==> src/rtl/spi_ctrl_pkg.sv <==
// Shared definitions for the register-mapped SPI master: register map, CTRL fields, FSM states.
package spi_ctrl_pkg;

  localparam logic [7:0] RegAddrBase = 8'h00;
  localparam logic [7:0] RegDataBase = 8'h10;
  localparam logic [7:0] RegCtrl     = 8'h20;
  localparam logic [7:0] RegStatus   = 8'h21;
  localparam logic [7:0] RegRxdBase  = 8'h30;

  localparam int unsigned CtrlStartBit = 0;
  localparam int unsigned CtrlNtxLsb   = 1;
  localparam int unsigned CtrlNtxMsb   = 3;
  localparam int unsigned CtrlSsLsb    = 4;
  localparam int unsigned CtrlSsMsb    = 5;

  typedef enum logic [2:0] {
    StIdle,
    StSetup,
    StAddr,
    StData,
    StDone
  } state_e;

  // Active-low one-cold chip select for slave index ss.
  function automatic logic [3:0] cs_decode(input logic [1:0] ss);
    cs_decode = ~(4'b0001 << ss);
  endfunction

endpackage

==> src/rtl/spi_shift_engine.sv <==
// SCLK divider and 8-bit LSB-first TX/RX shifter; one bit takes two clocks (low half, high half).
module spi_shift_engine (
  input  logic       clk_i,
  input  logic       rst_ni,
  input  logic       run_i,
  input  logic       load_i,
  input  logic [7:0] tx_byte_i,
  input  logic       miso_i,
  output logic       sclk_o,
  output logic       mosi_o,
  output logic       last_o,
  output logic [7:0] rx_byte_o
);

  logic       sclk_q, sclk_d;
  logic       mosi_q, mosi_d;
  logic [2:0] bit_q, bit_d;
  logic [7:0] tx_q, tx_d;
  logic [7:0] rx_q, rx_d;

  always_comb begin
    sclk_d = sclk_q;
    mosi_d = mosi_q;
    bit_d  = bit_q;
    tx_d   = tx_q;
    rx_d   = rx_q;
    if (load_i) begin
      // Load takes priority so the next byte follows the last bit with no gap.
      tx_d   = tx_byte_i;
      mosi_d = tx_byte_i[0];
      bit_d  = 3'd0;
      sclk_d = 1'b0;
    end else if (run_i) begin
      if (!sclk_q) begin
        sclk_d = 1'b1;
        rx_d   = {miso_i, rx_q[7:1]};
      end else begin
        sclk_d = 1'b0;
        if (bit_q == 3'd7) begin
          mosi_d = 1'b0;
        end else begin
          bit_d  = bit_q + 3'd1;
          mosi_d = tx_q[bit_q + 3'd1];
        end
      end
    end else begin
      sclk_d = 1'b0;
      mosi_d = 1'b0;
    end
  end

  always_ff @(posedge clk_i or negedge rst_ni) begin
    if (!rst_ni) begin
      sclk_q <= 1'b0;
      mosi_q <= 1'b0;
      bit_q  <= 3'd0;
      tx_q   <= 8'h00;
      rx_q   <= 8'h00;
    end else begin
      sclk_q <= sclk_d;
      mosi_q <= mosi_d;
      bit_q  <= bit_d;
      tx_q   <= tx_d;
      rx_q   <= rx_d;
    end
  end

  assign sclk_o    = sclk_q;
  assign mosi_o    = mosi_q;
  assign last_o    = run_i && sclk_q && (bit_q == 3'd7);
  assign rx_byte_o = rx_q;

endmodule

==> src/rtl/spi_ctrl.sv <==
// Register-mapped SPI master: register file, access handshake, burst FSM and persistent slot pointer.
module spi_ctrl
  import spi_ctrl_pkg::*;
#(
  parameter int unsigned MAX_NUM_TXS = 8,
  parameter int unsigned SETUP_CYC   = 3
) (
  input  logic       pclk_i,
  input  logic       prst_i,
  input  logic [7:0] paddr_i,
  input  logic [7:0] pwdata_i,
  output logic [7:0] prdata_o,
  input  logic       pwrite_i,
  input  logic       penable_i,
  output logic       pready_o,
  input  logic       sclk_ref_i,
  output logic       sclk_o,
  output logic       mosi,
  input  logic       miso,
  output logic [3:0] cs
);

  localparam int unsigned PtrW     = $clog2(MAX_NUM_TXS);
  localparam int unsigned SetupLen = 2 * SETUP_CYC;
  localparam int unsigned CntW     = $clog2(SetupLen + 1);

  logic [7:0]      addr_q [MAX_NUM_TXS];
  logic [7:0]      data_q [MAX_NUM_TXS];
  logic [7:0]      rxd_q  [MAX_NUM_TXS];
  logic [7:1]      ctrl_q;
  state_e          state_q;
  logic [PtrW-1:0] ptr_q;
  logic [PtrW:0]   rem_q;
  logic [CntW-1:0] cnt_q;
  logic [3:0]      cs_q;
  logic            pready_q, pready_d;
  logic [7:0]      prdata_q, prdata_d;
  logic [7:0]      rdata;

  logic unused_sclk_ref;
  assign unused_sclk_ref = sclk_ref_i;

  logic [PtrW-1:0] idx;
  logic hit_addr, hit_data, hit_rxd, hit_ctrl, hit_status;
  logic busy, stall, acc_done, wr_done, launch;

  assign idx        = paddr_i[PtrW-1:0];
  assign hit_addr   = paddr_i[7:PtrW] == RegAddrBase[7:PtrW];
  assign hit_data   = paddr_i[7:PtrW] == RegDataBase[7:PtrW];
  assign hit_rxd    = paddr_i[7:PtrW] == RegRxdBase[7:PtrW];
  assign hit_ctrl   = paddr_i == RegCtrl;
  assign hit_status = paddr_i == RegStatus;

  assign busy     = state_q != StIdle;
  // CTRL writes wait out a running burst; everything else completes immediately.
  assign stall    = penable_i && pwrite_i && hit_ctrl && busy;
  assign acc_done = penable_i && pready_q;
  assign wr_done  = acc_done && pwrite_i;
  assign launch   = wr_done && hit_ctrl && pwdata_i[CtrlStartBit];

  always_comb begin
    rdata = 8'h00;
    if (hit_addr) begin
      rdata = addr_q[idx];
    end else if (hit_data) begin
      rdata = data_q[idx];
    end else if (hit_rxd) begin
      rdata = rxd_q[idx];
    end else if (hit_ctrl) begin
      rdata = {ctrl_q, 1'b0};
    end else if (hit_status) begin
      rdata = {busy, 7'(ptr_q)};
    end
  end

  always_comb begin
    pready_d = 1'b0;
    prdata_d = 8'h00;
    if (!pready_q && penable_i && !stall) begin
      pready_d = 1'b1;
      prdata_d = pwrite_i ? 8'h00 : rdata;
    end
  end

  always_ff @(posedge pclk_i or negedge prst_i) begin
    if (!prst_i) begin
      pready_q <= 1'b0;
      prdata_q <= 8'h00;
    end else begin
      pready_q <= pready_d;
      prdata_q <= prdata_d;
    end
  end

  always_ff @(posedge pclk_i or negedge prst_i) begin
    if (!prst_i) begin
      for (int i = 0; i < MAX_NUM_TXS; i++) begin
        addr_q[i] <= 8'h00;
        data_q[i] <= 8'h00;
      end
      ctrl_q <= '0;
    end else if (wr_done) begin
      if (hit_addr) addr_q[idx] <= pwdata_i;
      if (hit_data) data_q[idx] <= pwdata_i;
      if (hit_ctrl) ctrl_q <= pwdata_i[7:1];
    end
  end

  logic            eng_run, eng_load, eng_last, eng_sclk, eng_mosi;
  logic [7:0]      eng_tx, eng_rx;
  logic            setup_end, last_tx;
  logic [PtrW-1:0] ptr_nxt;

  assign setup_end = (state_q == StSetup) && (cnt_q == CntW'(SetupLen - 1));
  assign last_tx   = rem_q == (PtrW+1)'(1);
  assign ptr_nxt   = ptr_q + PtrW'(1);
  assign eng_run   = state_q inside {StAddr, StData};

  always_comb begin
    eng_load = 1'b0;
    eng_tx   = addr_q[ptr_q];
    case (state_q)
      StSetup: eng_load = setup_end;
      StAddr: begin
        eng_load = eng_last;
        eng_tx   = data_q[ptr_q];
      end
      StData: begin
        eng_load = eng_last && !last_tx;
        eng_tx   = addr_q[ptr_nxt];
      end
      default: ;
    endcase
  end

  always_ff @(posedge pclk_i or negedge prst_i) begin
    if (!prst_i) begin
      state_q <= StIdle;
      ptr_q   <= '0;
      rem_q   <= '0;
      cnt_q   <= '0;
      cs_q    <= 4'hF;
      for (int i = 0; i < MAX_NUM_TXS; i++) rxd_q[i] <= 8'h00;
    end else begin
      case (state_q)
        StIdle: begin
          if (launch) begin
            state_q <= StSetup;
            cnt_q   <= '0;
            cs_q    <= cs_decode(pwdata_i[CtrlSsMsb:CtrlSsLsb]);
            rem_q   <= (PtrW+1)'(pwdata_i[CtrlNtxMsb:CtrlNtxLsb]) + (PtrW+1)'(1);
          end
        end
        StSetup: begin
          cnt_q <= cnt_q + CntW'(1);
          if (setup_end) state_q <= StAddr;
        end
        StAddr: begin
          if (eng_last) state_q <= StData;
        end
        StData: begin
          if (eng_last) begin
            rxd_q[ptr_q] <= eng_rx;
            ptr_q        <= ptr_nxt;
            if (last_tx) begin
              state_q <= StDone;
              cs_q    <= 4'hF;
            end else begin
              rem_q   <= rem_q - (PtrW+1)'(1);
              state_q <= StAddr;
            end
          end
        end
        StDone:  state_q <= StIdle;
        default: state_q <= StIdle;
      endcase
    end
  end

  spi_shift_engine u_shift (
    .clk_i     (pclk_i),
    .rst_ni    (prst_i),
    .run_i     (eng_run),
    .load_i    (eng_load),
    .tx_byte_i (eng_tx),
    .miso_i    (miso),
    .sclk_o    (eng_sclk),
    .mosi_o    (eng_mosi),
    .last_o    (eng_last),
    .rx_byte_o (eng_rx)
  );

  assign pready_o = pready_q;
  assign prdata_o = prdata_q;
  assign sclk_o   = eng_sclk;
  assign mosi     = eng_mosi;
  assign cs       = cs_q;

endmodule

==> config.mk <==
export PLATFORM = sky130hd
export DESIGN_NAME = spi_ctrl
export DESIGN_NICKNAME = d
export VERILOG_FILES = /design/src/rtl/spi_ctrl_pkg.sv /design/src/rtl/spi_shift_engine.sv /design/src/rtl/spi_ctrl.sv
export SDC_FILE = /design/constraint.sdc
export NUM_CORES = 1
export LEC_CHECK = 0
export CORE_UTILIZATION = 35
export CTS_CLUSTER_SIZE = 28
export DETAILED_ROUTE_END_ITERATION = 8
export PLACE_DENSITY = 0.52
export REMOVE_ABC_BUFFERS = 1
export SYNTH_ARGS = -nofsm -noshare
export SYNTH_HDL_FRONTEND = slang
export SYNTH_SLANG_ARGS = --single-unit
==> constraint.sdc <==
create_clock -name pclk_i -period 2.25 [get_ports pclk_i]
set_input_delay 0.675 -clock pclk_i [delete_from_list [all_inputs] [get_ports pclk_i]]
set_output_delay 0.675 -clock pclk_i [all_outputs]
set_load 0.01 [all_outputs]
* Word-level counts from Yosys, hierarchy flattened
Index checks and enable logic that the tools add are counted.
** Storage, ports and cells
- Register bits :: 246
- Latch bits :: 0
- RAM bits :: 0
- ROM bits :: 0
- Input bits :: 22
- Output and inout bits :: 15
- Word-level logic and storage cells :: 173
- Memories kept :: 0
** Cells by class
- $add $sub $neg :: 5
- Multiply operators :: 0
- Divide/modulo/power cells :: 0
- Magnitude comparators :: 6
- Equality and inequality tests :: 18
- Shift operators :: 1
- Muxes and demuxes :: 64
- Bitwise logic cells :: 6
- Reductions and logical operators :: 36
** Operator list (number)
- bitwise mux 64 bit :: 3
- 2-to-1 mux 8 bit :: 21
- binary-select mux 8 bit (select 3 bit) :: 6
- demux 8 bit (select 3 bit) :: 2
- 2-to-1 mux 3 bit :: 10
- 2-to-1 mux 4 bit :: 6
- == test 8 x 6 -> 1 bit (second input constant) :: 2
- one-hot mux 4 bit (2 select lines) :: 2
- one-hot mux 8 bit (2 select lines) :: 1
- logical AND 1 bit :: 15
- != test 2 bit (second input constant) :: 7
- greater-or-equal comparator 4 bit (second input constant) :: 3
- NOT 3 -> 4 bit :: 3
- one-hot mux 3 bit (4 select lines) :: 1
- AND reduction 4 bit :: 3
- AND reduction 2 bit :: 5
- nonzero test 2 bit :: 5
- adder 3 x 1 -> 3 bit (second input constant) :: 3
- 2-to-1 mux 1 bit :: 9
- less-than comparator 4 x 1 -> 1 bit (second input constant) :: 2
- == test 3 x 2 -> 1 bit (second input constant) :: 2
- == test 3 bit (second input constant) :: 2
- one-hot mux 3 bit (2 select lines) :: 1
- AND reduction 3 bit :: 2
- 17 further kinds :: 20

* Longest topological paths before layout
Gate-level depths: netlist of run 1.
- Depth after elaboration :: 9
- Depth in mapped cells :: 9
- Gate-level depth less buffers :: 7

* Cells and area by module
From an unflattened synthesis of run 1, not the netlist that was laid out.
** Second synthesis, totals
- Cell total of the unflattened synthesis :: 985
- Area total of the unflattened synthesis :: 13087.6 um^2
** Modules (own cells, without submodules)
- spi_ctrl :: times used 1, cells an instance 926, area an instance 12196.7 um^2, sequential area each 5635.4 um^2
- spi_shift_engine :: times used 1, cells an instance 59, area an instance 890.9 um^2, sequential area each 525.5 um^2

* Worst setup path before layout of run 1
No wires, ideal clock.
- Path kind :: input to register
- Start :: in paddr_i[5]
- End :: reg data_q[10] (netlist name)
- Setup time :: 0.125 ns
- Arrival :: 1.991 ns
- Required time :: 2.125 ns
- Setup slack :: 0.134 ns
- Stages on the path :: 5
- Path buffers :: 0
- Cells stage by stage :: nor3_2 > and2_1 > nand3_1 > nor2_2 > mux2_2
** On the way
- Cells in the longest elaborated chain, start to end :: 2
** Ends and longest elaborated chain
- start, declared :: line spi_ctrl.sv:10 : input logic [7:0] paddr_i,
- == test 5 x 2 -> 1 bit :: line spi_ctrl.sv:49 : assign hit_data = paddr_i[7:PtrW] == RegDataBase[7:PtrW];
- AND reduction 2 bit (no source line)
- end signal, assigned by index :: line spi_ctrl.sv:104 : if (hit_data) data_q[idx] <= pwdata_i;
- end, declared :: line spi_ctrl.sv:28 : logic [7:0] data_q [MAX_NUM_TXS];
No other way between the ends.
A chain may end at the register's enable or synchronous reset.

* Worst setup path after layout of run 1
- Start :: reg u_shift.sclk_q, in the netlist u_shift.sclk_o
- End :: out sclk_o
** RTL lines
- start, declared :: line spi_shift_engine.sv:15 : logic sclk_q, sclk_d;
- start signal, assigned :: line spi_shift_engine.sv:60 : sclk_q <= sclk_d;
- end, declared :: line spi_ctrl.sv:17 : output logic sclk_o,
No word-level cell between the ends.

==> results.toml, run 1 <==
[drt]
antenna_left = 0
drc = 0
drt_iter0_drc = 752
wl_per_cell_um = 24.2
dr.pass1.iters = 5
num_vias = 9794
wl_um = 42500
via_per_inst = 5.57

[power]
p_per_area_nw_per_um2 = 599
switching_share = 0.249
p_comb_frac = 0.079
p_int_mw = 7.37
peakVddDrop_v = 0.000473
power_frac_seq = 0.462
leakagePower_nw = 7.30
p_clk_frac = 0.459
power.switching_mw = 2.44

[clock_network]
cts_buffer_depth = 3
root_buffer = "clkbuf_16"
clock_latency_ns = 0.57
cts.clk_slew.worst_paths_ns = 0.06
ctsHtreeMaxLevel = 1
cts_tree = "built"
cts.sinks = 246
numCtsBuffers = 29

[floorplan]
die-area_um2 = 38600
core_region_area_um2 = 36900
die_height_um = 196
io_pins = 37
rows = 70
die_x_um = 196
start_util = 0.359

[yosys]
synth_cell_types = 61
synth.most_common_cell = "dfrtp_1"
synth-seq-cells = 246
yosys_warnings = 0
synth_edf_count = 0
synth_seq_area_share = 0.466
yosys.area.top_type_share = 0.458
ys.flop_type = "dfrtp_1"
ys_top_cells_by_count = "242 x dfrtp_1, 240 x mux2_2, 89 x mux2i_1"
yosys-top-cells-area = "dfrtp_1 46%, mux2_2 20%, mux2i_1 6.7%"
syn_area_per_cell_um2 = 12.4
yosys.area.top_type = "dfrtp_1"
synth_cells = 1066
synth-async-reset-ratio = 1.00
netlist_area_um2 = 13200

[layout]
fin_nets = 1260
fin_area_um2 = 16400
drive_above_1_share = 0.427
syn_to_final_growth_pct = 23.8
instances_no_fill = 1757
utilization = 0.444

[grt]
grt_pass1_vias = 10200
grt-ovfl-total = 0
antenna_found_initial = 2
track_usage = 0.225
grt_max_degree = 65
grt_pass1_wl_um = 65300

[setup_path]
worstPathCellList = "clkdlybuf4s50_1"
ff2ff_setup_slack_ns = 0.10
startpoint = "u_shift.sclk_o$_DFF_PN0_"
critical_path_arrival_ns = 1.51
cp-end-kind = "output pin"
critPathTopFamily = "buffers and inverters"
critPathLaunchType = "register"
cp.required_ns = 1.57
timing.rr.start = "ptr_q[0]$_DFFE_PN0P_"
path_max_fanout = 2
worstSetupPathType = "register to output pin"
cp_slowest_cell = "clkdlybuf4s50_1"
cp_num_buf_inv = 1
crit_path_max_incr_delay_ns = 0.55

[sta]
setup_viol = 0
tns_ns = 0
fin_crit_sh = 0.971
period_needed_ns = 2.19
final_max_slew_viol_count = 0
rsz0062_at_grt = "false"
worst_pin_slew_ns = 0.633
fmax_mhz = 458
finalHoldViolCount = 0
relSlewSlack = 0.577
finalClockSkew_ns = 0.0164

[placed_design]
port_buffers = 35
hpwl_um = 30300
gp_congestion = 0.884
place_inst = 1701
postPlaceCellArea_um2 = 15400

[status]
status = "finished, final reports clean"

[min_path]
hold_class = "register to register"
hp-start = "rxd_q[13]$_DFFE_PN0P_"

[job]
cap_violations = 0
## routing by layer
| metal | global-route usage | share of wire | routed length [µm] | up-vias |
|---|---|---|---|---|
| met5 | 0 | 0 | 0 | - |
| met4 | 0.0871 | 0.037 | 1590 | 0 |
| met3 | 0.0390 | 0.053 | 2240 | 98 |
| met2 | 0.346 | 0.45 | 19000 | 286 |
| met1 | 0.316 | 0.46 | 19600 | 5027 |
| li1 | - | - | - | 4383 |
## power by group through the flow
| stage | combinational, mW | sequential (mW) | clock (mW) |
|---|---|---|---|
| 2_1_floorplan | 0.248 | 4.60 | 0 |
| 3_3_place_gp | 0.763 | 4.61 | 0 |
| 3_5_place_dp | 0.768 | 4.61 | 0 |
| 4_1_cts | 0.775 | 4.53 | 4.61 |
| 5_1_grt | 0.843 | 4.54 | 4.78 |
| 6_report | 0.772 | 4.53 | 4.51 |
## repair_timing
| item | in CTS | in global routing |
|---|---|---|
| hold buffers | 1 | 0 |
| endpoints found under the hold margin | 32 | 0 |
| resized for setup | 7 | 6 |
| endpoints found under the setup margin | 13 | 39 |
| buffers inserted | 1 | 0 |
## area by class of cell
cell class	count	area, µm²
inverter	10	37.5
fill	3459	20500
antenna	1	2.50
timing repair buffer	213	1990
multi-input combinational	730	6650
sequential	246	6160
clock buffer	44	842
tap	504	631
clock inverter	9	57.6
## cells in the final DEF, fill, tap and decap left out, drive strengths merged, types with 29 or more instances in the layout
| cell | instances |
|---|---|
| a22oi | 33 |
| buf | 180 |
| clkbuf | 45 |
| dfrtp | 242 |
| mux2 | 240 |
| mux2i | 89 |
| nand2 | 38 |
| nor2 | 37 |
| o22ai | 29 |
## stage by stage
step | setup WS, ns | total power [mW] | hold WS [ns]
4_1_cts | 0.00630 | 9.92 | 0.497
2_1_floorplan | -1.88 | 4.84 | 0.379
3_5_place_dp | -0.654 | 5.38 | 0.484
3_3_place_gp | -0.700 | 5.37 | 0.480
6_report | 0.0645 | 9.81 | 0.496
5_1_grt | 0.0144 | 10.2 | 0.514
## worst paths after layout
kind                                          endpoint  cells past startpoint
max                                             sclk_o                      1
min                              rxd_q[13]$_DFFE_PN0P_                      1
max reg2reg                u_shift.tx_q[3]$_DFFE_PN0P_                      7
min reg2reg                      rxd_q[13]$_DFFE_PN0P_                      1
max in group asynchronous        rxd_q[37]$_DFFE_PN0P_                      3
min in group asynchronous         rem_q[0]$_DFFE_PN0P_                      2
## sequential cells by signal, summed over array words and instances (netlist names), 3 cells and up
signal,cells
u_shift.bit_q,3
u_shift.rx_byte_o,8
cs,4
ptr_q,3
prdata_o,8
state_q,3
u_shift.tx_q,8
rxd_q,64
ctrl_q,7
data_q,64
addr_q,64
rem_q,4
cnt_q,3
## cell families (layout without fill, tap and decap cells)
group | after synthesis | count (layout) | share of synthesized area
AOI/OAI and AO/OA | 194 | 194 | 0.103
xor gates and xnor gates | 6 | 6 | 0.00397
adders and majority gates | 8 | 8 | 0.00757
buffers and inverters | 90 | 276 | 0.0342
DFF | 246 | 246 | 0.466
muxes | 350 | 350 | 0.307
other | 0 | 1 | 0
and+or+nand+nor | 172 | 172 | 0.0781
(Power assumes the default switching activity.)
==> inputs of run 2 (changes only) <==
--- a/config.mk
+++ b/config.mk
@@ -8,7 +8,7 @@
 export CORE_UTILIZATION = 35
 export CTS_CLUSTER_SIZE = 28
 export DETAILED_ROUTE_END_ITERATION = 8
-export PLACE_DENSITY = 0.52
+export PLACE_DENSITY = 0.6
 export REMOVE_ABC_BUFFERS = 1
 export SYNTH_ARGS = -nofsm -noshare
 export SYNTH_HDL_FRONTEND = slang
==> run 2 against run 1 <==
Compared with the run above:
- total power increased by 3.3%
- sequential power about the same
- critical path depth unchanged
- die area unchanged
- via count increased by 0.30%
- non-clock buffer count unchanged
- core utilization decreased by 0.082 points
- first-iteration DRC count decreased by 5.3%
- worst hold slack improved by 0.0066 ns
- routed wire length decreased by 5.2%
- clock power increased by 7.8%
- critical path type unchanged
- critical endpoint is now pready_o
- largest cell class unchanged
- highest routed layer unchanged
==> results.toml, run 2 (synthesis gave the netlist of run 1 again) <==
[status]
status = "finished, final reports clean"

[setup_path]
timing.rr.start = "state_q[2]$_DFFE_PN0P_"
worstPathCellList = "clkdlybuf4s50_1"
r2r_end = "u_shift.tx_q[5]$_DFFE_PN0P_"
cp_num_buf_inv = 1
worstSetupPathType = "register to output pin"
cp-end-kind = "output pin"
cp_slowest_cell = "clkdlybuf4s50_1"
critPathLaunchType = "register"
cp.required_ns = 1.57
crit_path_max_incr_delay_ns = 0.56
path_max_fanout = 4
critPathTopFamily = "buffers and inverters"
ff2ff_setup_slack_ns = 0.10
critical_path_arrival_ns = 1.50
reg2reg_depth = 5

[drt]
wl_met3_um = 2460
wl_per_cell_um = 23.0
via_per_inst = 5.60
antenna_left = 0
num_vias = 9823
met1_length_um = 17800
wl_um = 40200
drt_iter0_drc = 712
dr.pass1.iters = 5
routed.top_layer = "met4"
drc = 0
wl_met2_um = 18100

[sta]
period_needed_ns = 2.17
setup_viol = 0
tns_ns = 0
fmax_mhz = 461
finalClockSkew_ns = 0.0155
worst_pin_slew_ns = 0.804
rsz0062_at_grt = "false"
fin_crit_sh = 0.965
final_max_slew_viol_count = 0
hold_slack_ns = 0.503
finalHoldViolCount = 0
relSlewSlack = 0.462

[grt]
grt_max_degree = 70
antenna_found_initial = 0
grt_pass1_wl_um = 62100
grt_pass1_vias = 10000
grt-ovfl-total = 0
track_usage = 0.213

[floorplan]
rows = 70
die_x_um = 196
die-area_um2 = 38600
io_pins = 37
start_util = 0.359
die_height_um = 196
core_region_area_um2 = 36900

[layout]
drive_above_1_share = 0.428
mostFrequentLayoutCells = "240 x mux2_2, 240 x dfrtp_1, 161 x buf_4"
syn_to_final_growth_pct = 23.6
reg_top3 = "addr_q (64), data_q (64), rxd_q (64)"
instances_no_fill = 1753
num-fill-cells = 3441
fin_nets = 1258

[clock_network]
ctsHtreeMaxLevel = 1
cts.sinks = 246
root_buffer = "clkbuf_16"
cts.clk_slew.worst_paths_ns = 0.06
postCtsSetupBuffers = 0
clock_latency_ns = 0.57
cts_buffer_depth = 3
cts_tree = "built"
numCtsBuffers = 27

[min_path]
hold_class = "register to register"
hp-start = "rxd_q[41]$_DFFE_PN0P_"
min_to = "rxd_q[41]$_DFFE_PN0P_"
hold_depth = 1

[power]
p_per_area_nw_per_um2 = 620
power_mw = 10.1
leakagePower_nw = 7.28
peakVddDrop_v = 0.000535

[placed_design]
hpwl_um = 28900
place_inst = 1702
port_buffers = 35
gp_congestion = 0.866

[job]
cap_violations = 0
run 2: layer usage:
| layer | vias to the layer above | GRT usage |
|---|---|---|
| met4 | 0 | 0.0900 |
| met3 | 109 | 0.0361 |
| met1 | 5003 | 0.296 |
| met5 | - | 0 |
| li1 | 4361 | - |
| met2 | 350 | 0.327 |
run 2: worst max path at each step:
stage               cells after the start              startpoint                     endpoint  slack, ns
CTS                                     1      pready_o$_DFF_PN0_                     pready_o       0.05
detailed placement                      7              paddr_i[5]         cnt_q[1]$_DFFE_PN0P_      -0.45
floorplan                               5    ptr_q[2]$_DFFE_PN0P_  u_shift.tx_q[1]$_DFFE_PN0P_      -1.88
finish                                  1      pready_o$_DFF_PN0_                     pready_o       0.08
global route                            5  state_q[2]$_DFFE_PN0P_  u_shift.tx_q[5]$_DFFE_PN0P_      0.007
global placement                        7              paddr_i[5]         cnt_q[1]$_DFFE_PN0P_      -0.46
run 2: through the flow:
| stage | utilization | cell area (µm²) | worst slack, ns |
|---|---|---|---|
| global placement | 0.415 | 15300 | -0.459 |
| global route | 0.443 | 16300 | 0.00683 |
| floorplan | - | 12800 | -1.88 |
| CTS | 0.442 | 16300 | 0.0483 |
| finish | 0.443 | 16300 | 0.0790 |
| detailed placement | 0.415 | 15300 | -0.450 |
run 2: area by class of cell:
type	instances	area (µm²)	share of cell area
antenna	1	2.50	0.000153
clock buffer	38	777	0.0475
clock inverter	11	200	0.0122
inverter	10	37.5	0.00230
multi-input combinational	730	6670	0.408
sequential	246	6170	0.377
tap	504	631	0.0386
timing repair buffer	213	1860	0.114
run 2: where the power goes:
group	leakage (nW)	internal, mW	total [mW]	switching, mW
Clock	0.474	2.98	4.86	1.88
Combinational	3.41	0.309	0.741	0.432
Sequential	3.40	4.48	4.53	0.0562
Total	7.28	7.77	10.1	2.36
run 2: repair_timing:
item                       CTS  global route
pin swaps                    0             0
setup endpoints to repair    8            21
hold buffers                 1             0
gates resized for setup      8             8
hold endpoints to repair    10             0
